--- src/rtl/avr_fetch_q.sv ---
`default_nettype none
// +--------------------------------------------------------------------------+
// | Module   : avr_fetch_q                                                   |
// | Purpose  : Prefetching instruction-fetch unit for the AVR core. Streams  |
// |            16-bit program words into a DEPTH-word queue, assembles one-  |
// |            and two-word instructions and hands them to the CPU over a    |
// |            valid/ready handshake. Handles SEQ, REL, ABS and SKIP flow    |
// |            control and squashes in-flight responses on redirect.         |
// | Ports    : CLK/RST             clock, async active-low reset             |
// |            pc_src/jmp/rel_off  flow-control command and targets          |
// |            prog_req/prog_addr  program memory read request               |
// |            prog_valid/prog_data in-order read response                   |
// |            cur_instr/instr_k/instr_is32/instr_pc  head instruction       |
// |            instr_valid/instr_ready  delivery handshake                   |
// |            queue_level         words currently held in the queue         |
// | Revision : 1.0  initial release                                          |
// +--------------------------------------------------------------------------+
module avr_fetch_q #(
   parameter int PC_W  = 16,
   parameter int DEPTH = 4,
   parameter int REL_W = 12
) (
   input  logic                     CLK,
   input  logic                     RST,
   input  logic [2:0]               pc_src,
   input  logic [PC_W-1:0]          jmp,
   input  logic [REL_W-1:0]         rel_off,
   output logic                     prog_req,
   output logic [PC_W-1:0]          prog_addr,
   input  logic                     prog_valid,
   input  logic [15:0]              prog_data,
   output logic [15:0]              cur_instr,
   output logic [15:0]              instr_k,
   output logic                     instr_is32,
   output logic [PC_W-1:0]          instr_pc,
   output logic                     instr_valid,
   input  logic                     instr_ready,
   output logic [$clog2(DEPTH):0]   queue_level
);

   localparam int PW = $clog2(DEPTH);
   localparam int LW = PW + 1;

   localparam logic [2:0] SRC_REL  = 3'd1;
   localparam logic [2:0] SRC_ABS  = 3'd2;
   localparam logic [2:0] SRC_SKIP = 3'd3;

   logic [15:0]     data_q [0:DEPTH-1];
   logic [PC_W-1:0] fetch_pc_q, fetch_pc_d;
   logic [PC_W-1:0] resp_pc_q,  resp_pc_d;   // address of the next word to be pushed
   logic [PC_W-1:0] next_pc_q,  next_pc_d;
   logic [LW-1:0]   count_q,    count_d;
   logic [LW-1:0]   inflight_q, inflight_d;
   logic [LW-1:0]   drop_cnt_q, drop_cnt_d;
   logic [PW-1:0]   rd_ptr_q,   rd_ptr_d;
   logic [PW-1:0]   wr_ptr_q,   wr_ptr_d;
   logic            skip_pend_q, skip_pend_d;

   logic [15:0]     head_w0, head_w1;
   logic            present, two_word, complete;
   logic [LW-1:0]   size, pop_n;
   logic            accept, skip_pop, push, redirect;
   logic [PC_W-1:0] next_pc_n;

   // Head decode and handshake
   always_comb begin
      head_w0  = data_q[rd_ptr_q];
      head_w1  = data_q[rd_ptr_q + PW'(1)];
      present  = (count_q != '0);
      // JMP/CALL: 1001_010x_xxxx_11xx, LDS/STS: 1001_00xx_xxxx_0000
      two_word = ((head_w0[15:9] == 7'b1001010) && (head_w0[3:2] == 2'b11)) ||
                 ((head_w0[15:10] == 6'b100100) && (head_w0[3:0] == 4'b0000));
      size     = two_word ? LW'(2) : LW'(1);
      complete = present && (!two_word || (count_q >= LW'(2)));

      instr_valid = complete && !skip_pend_q;
      cur_instr   = present ? head_w0 : 16'h0000;
      instr_is32  = present && two_word;
      instr_k     = (instr_is32 && (count_q >= LW'(2))) ? head_w1 : 16'h0000;
      // Queued words are contiguous and end just below resp_pc.
      instr_pc    = present ? (resp_pc_q - PC_W'(count_q)) : '0;
      queue_level = count_q;

      // Credit check counts words still in flight, including ones to be dropped.
      prog_req  = RST && ((LW+1)'(count_q) + (LW+1)'(inflight_q) < (LW+1)'(DEPTH));
      prog_addr = fetch_pc_q;

      accept    = instr_valid && instr_ready;
      skip_pop  = skip_pend_q && complete;
      pop_n     = (accept || skip_pop) ? size : '0;
      push      = prog_valid && (drop_cnt_q == '0);
      redirect  = (pc_src == SRC_REL) || (pc_src == SRC_ABS);
      next_pc_n = accept ? (instr_pc + PC_W'(size)) : next_pc_q;
   end

   // Next-state
   always_comb begin
      fetch_pc_d  = fetch_pc_q + PC_W'(prog_req);
      inflight_d  = inflight_q + LW'(prog_req) - LW'(prog_valid);
      drop_cnt_d  = drop_cnt_q;
      if (prog_valid && (drop_cnt_q != '0)) begin
         drop_cnt_d = drop_cnt_q - LW'(1);
      end
      count_d     = count_q + LW'(push) - pop_n;
      rd_ptr_d    = rd_ptr_q + PW'(pop_n);
      wr_ptr_d    = wr_ptr_q + PW'(push);
      resp_pc_d   = resp_pc_q + PC_W'(push);
      next_pc_d   = next_pc_n;
      skip_pend_d = skip_pend_q && !skip_pop;
      if (pc_src == SRC_SKIP) begin
         skip_pend_d = 1'b1;
      end

      if (redirect) begin
         // Everything outstanding after this edge belongs to the old stream.
         count_d     = '0;
         rd_ptr_d    = '0;
         wr_ptr_d    = '0;
         drop_cnt_d  = inflight_d;
         skip_pend_d = 1'b0;
         if (pc_src == SRC_ABS) begin
            fetch_pc_d = jmp;
         end else begin
            fetch_pc_d = next_pc_n + PC_W'(signed'(rel_off));
         end
         resp_pc_d = fetch_pc_d;
      end
   end

   always_ff @(posedge CLK or negedge RST) begin
      if (!RST) begin
         fetch_pc_q  <= '0;
         resp_pc_q   <= '0;
         next_pc_q   <= '0;
         count_q     <= '0;
         inflight_q  <= '0;
         drop_cnt_q  <= '0;
         rd_ptr_q    <= '0;
         wr_ptr_q    <= '0;
         skip_pend_q <= 1'b0;
      end else begin
         fetch_pc_q  <= fetch_pc_d;
         resp_pc_q   <= resp_pc_d;
         next_pc_q   <= next_pc_d;
         count_q     <= count_d;
         inflight_q  <= inflight_d;
         drop_cnt_q  <= drop_cnt_d;
         rd_ptr_q    <= rd_ptr_d;
         wr_ptr_q    <= wr_ptr_d;
         skip_pend_q <= skip_pend_d;
      end
   end

   // Queue storage needs no reset: contents are only observed while counted.
   always_ff @(posedge CLK) begin
      if (push) begin
         data_q[wr_ptr_q] <= prog_data;
      end
   end

   a_no_overflow : assert property (@(posedge CLK) disable iff (!RST)
      !(push && (count_q == LW'(DEPTH))));
   a_no_orphan_resp : assert property (@(posedge CLK) disable iff (!RST)
      !(prog_valid && (inflight_q == '0)));

endmodule
`default_nettype wire

--- config.mk ---
export PLATFORM = sky130hd
export DESIGN_NAME = avr_fetch_q
export DESIGN_NICKNAME = d
export VERILOG_FILES = /design/src/rtl/avr_fetch_q.sv
export SDC_FILE = /design/constraint.sdc
export NUM_CORES = 1
export LEC_CHECK = 0
export ABC_AREA = 0
export CORE_MARGIN = 2
export CORE_UTILIZATION = 41
export CTS_CLUSTER_SIZE = 28
export DETAILED_ROUTE_END_ITERATION = 8
export PLACE_DENSITY = 0.65
export SLEW_MARGIN = 30
export SYNTH_ARGS = -nofsm -noshare
export SYNTH_HDL_FRONTEND = slang
export SYNTH_SLANG_ARGS = --single-unit
--- constraint.sdc ---
create_clock -name CLK -period 10.3 [get_ports CLK]
set_input_delay 2.06 -clock CLK [delete_from_list [all_inputs] [get_ports CLK]]
set_output_delay 2.06 -clock CLK [all_outputs]
set_load 0.05 [all_outputs]
==> impl_results.md <==
- Hold Vio Cnt, Final: 0
- I/O Pins: 121
- Setup Buffers After CTS: 0
- Synth cell count leaders: 65 x nor2_1, 64 x edfxtp_1, 62 x dfrtp_1, 45 x nand2_1, 38 x a21oi_1
- Vias in the first global route: 6017
- Residual DRC count: 0
- Lkg Pwr: 3.62 nW
- HP Start: next_pc_q[0]
- CORE AREA: 18100 sq um
- HP Class: reg -> reg
- Clk slew on worst S/H paths: 0.06 ns
- Clk sinks: 126
- DR vias: 5802
- Seq pwr share: 23.4%
- Worst rel slew slack: 39.1%
- Async SR Flop Fraction: 49.2%
- Clock skew: 0.0103 ns
- Worst hold path cell count: 1
- # resized after CTS: 0
- Chip Width: 140 um
- Post-DR wirelength/cell: 19.7 um
- CTS Buf Count: 17
- Maximum VDD drop: 0.204 mV
- Root buffer cell: clkbuf_16
- Seq/Total Area, Yosys: 45.7%
- RSZ-0062 raised after global routing: no
- R2R setup slack: 3.92 ns
- Nets: 888
- Diodes inserted: 0
- Layout cell share with drive strength beyond 1: 12.1%
- Final TNS setup: 0 ns
- Avg Synthesized Cell Area: 11.1 sq um
- Gr usage total: 21.6%
- Final HPWL DP: 15300 um
- Die area: 19700 sq um
- DIE HEIGHT: 140 um
- Yosys reg bits: 126
- End of the worst register-to-register path: resp_pc_q[14]
- Share of the synthesized area in the top cell type: 25.3%
- Most common cell in the synthesized netlist: nor2_1
- Row Count: 49
- Clock power frac: 18.0%
- Top fanout value on the critical path: 33
- Fin Hold WS: 0.504 ns
- Net Count, Synth: 774
- Final wirelength: 20400 um
- Max Slew Vio Count: 0
- P_int: 1.93 mW
- CTS tree: yes
- FF-to-FF Start: rd_ptr_q[0]
- Kind of critical path: reg -> reg
- Post-Syn Area: 7610 sq um
- Yosys warnings: 0
- Net Sw Power: 1.72 mW
- Largest net degree at the start of global routing: 63
- Clock Latency Late Sink: 0.42 ns
- Net switching fraction of the power: 47.1%
- Crit path launch type: register
- Logic pwr share: 58.6%
- Hold Crit Endpoint: next_pc_q[0]
- Pwr/cell area: 376 nW/um^2
- First drt pass iteration count: 5
- CP endpoint kind: register
- Post-route minimum period: 6.38 ns
- Worst Max-Slew Pin Slew: 0.910 ns
- Antenna violations before repair: 1
- Initial Util: 42.1%
- H-tree Lvls: 4
- Post-synth EDFFs: 64
- Status: finished clean
- Dominant cell type by area after synthesis: edfxtp_1
- Hold buffers post-CTS: 0
- First-pass GRT wire length: 32500 um
- Final ANT Viol Nets: 0
- Mapped Cells: 683
- Vias/cell: 5.58
- Fmax achieved: 157 MHz
- Maxcap violations: 0
- Crit path DAT: 6.68 ns
- WP data required: 10.60 ns
- Clk buf depth: 2
- RePlAce Congestion: 1.00
- Gr ovfl total: 0
- Post-synth cell types: 61
- Period utilization: 62.0%
- Main flop type after synthesis: edfxtp_1
- Worst R2R Path Depth: 19
- Top post-synthesis cells by area: edfxtp_1 25%, dfrtp_1 20%, mux4_2 9.5%, ha_1 5.9%, xnor2_1 4.3%
- Area delta synth->final: 27.5%
- Iteration-0 DRC Markers: 334
- Layout fillers: 1549
- Port buffer count: 120
- Final setup vio count: 0
-- through the flow --
step / cell area, sq um / instances / setup slack [ns] / util (%) / power, mW
global route: 9700 / 1039 / 3.54 / 53.6 / 3.87
finish: 9700 / 1039 / 3.92 / 53.6 / 3.64
detailed placement: 9050 / 1007 / 3.73 / 50.0 / 2.98
floorplan: 7610 / 683 / 4.35 / - / 2.34
global placement: 9050 / 1007 / 3.90 / 50.0 / 2.94
CTS: 9690 / 1039 / 3.66 / 53.6 / 3.65
-- power groups by stage --
stage / registers, mW / clock network (mW) / logic [mW]
6_report: 0.852 / 0.658 / 2.13
5_1_grt: 0.876 / 0.690 / 2.30
4_1_cts: 0.849 / 0.663 / 2.14
3_5_place_dp: 0.856 / 0 / 2.12
3_3_place_gp: 0.849 / 0 / 2.09
2_1_floorplan: 0.894 / 0 / 1.45
-- how the worst max path moves through the flow --
stage	from	endpoint	slack [ns]
after floorplan	queue_level[2]	prog_addr[15]	4.35
after global placement	rd_ptr_q[0]	prog_addr[14]	3.90
after detailed placement	rd_ptr_q[0]	prog_addr[14]	3.73
after CTS	rd_ptr_q[0]	resp_pc_q[14]	3.66
after global routing	rd_ptr_q[0]	resp_pc_q[14]	3.54
final	rd_ptr_q[0]	resp_pc_q[14]	3.92
-- metal layers --
layer	GRT usage [%]	up-vias	wire length [um]
li1	-	2715	-
met2	34.6	169	9820
met1	29.7	2887	9070
met4	7.60	0	487
met5	0	-	0
met3	4.21	31	1050
-- worst max-delay path, cell delays in order (launching register included) --
cell,delay [ns]
dfrtp_4,0.79
mux4_2,0.61
or4_4,0.56
o21ai_4,0.24
a21boi_0,0.19
o311ai_2,0.25
buf_4,0.32
mux2_2,0.39
ha_1,0.21
fa_1,0.42
a21o_1,0.20
a21oi_1,0.24
o21bai_1,0.11
a21o_1,0.21
a21oi_1,0.23
o21ai_0,0.18
a2111oi_0,0.47
nor2_1,0.12
xor2_1,0.18
a221o_1,0.33
-- kinds of logic after synthesis --
logic type               synth area share (%)
adder cells (fa/ha/maj)                  6.97
AND/OR/NAND/NOR                          16.1
XOR/XNOR                                 7.90
buffers and inverters                    2.94
multiplexers                             10.0
flip-flops                               45.7
AO/OA/AOI/OAI                            10.4
-- final cells by class --
cell class | count | area [sq um] | share of cell area [%]
Clock inverter | 14 | 214 | 2.21
Inverter | 23 | 86.3 | 0.890
Multi-Input combinational cell | 500 | 3940 | 40.7
Timing Repair Buffer | 129 | 1260 | 13.0
Sequential cell | 126 | 3480 | 35.8
Tap cell | 229 | 287 | 2.95
Clock buffer | 18 | 429 | 4.42
-- cells in the final DEF (no fill, tap or decap), types with 20 or more instances in the layout --
cell type          n
clkdlybuf4s50_1  119
inv_1             23
ha_1              36
xnor2_1           37
a21oi_1           38
edfxtp_1          64
o21ai_0           27
nand2_1           45
mux4_2            32
and2_1            22
nor2_1            65
dfrtp_1           61
nor2b_1           20
xor2_1            29
-- sequential cells by signal, indices dropped and copies added, names as in the netlist --
signal       flops
next_pc_q       16
queue_level      3
drop_cnt_q       3
skip_pend_q      1
prog_addr       16
rd_ptr_q         2
resp_pc_q       16
inflight_q       3
data_q          64
wr_ptr_q         2
Note: power is estimated with default switching activity, not from simulation.
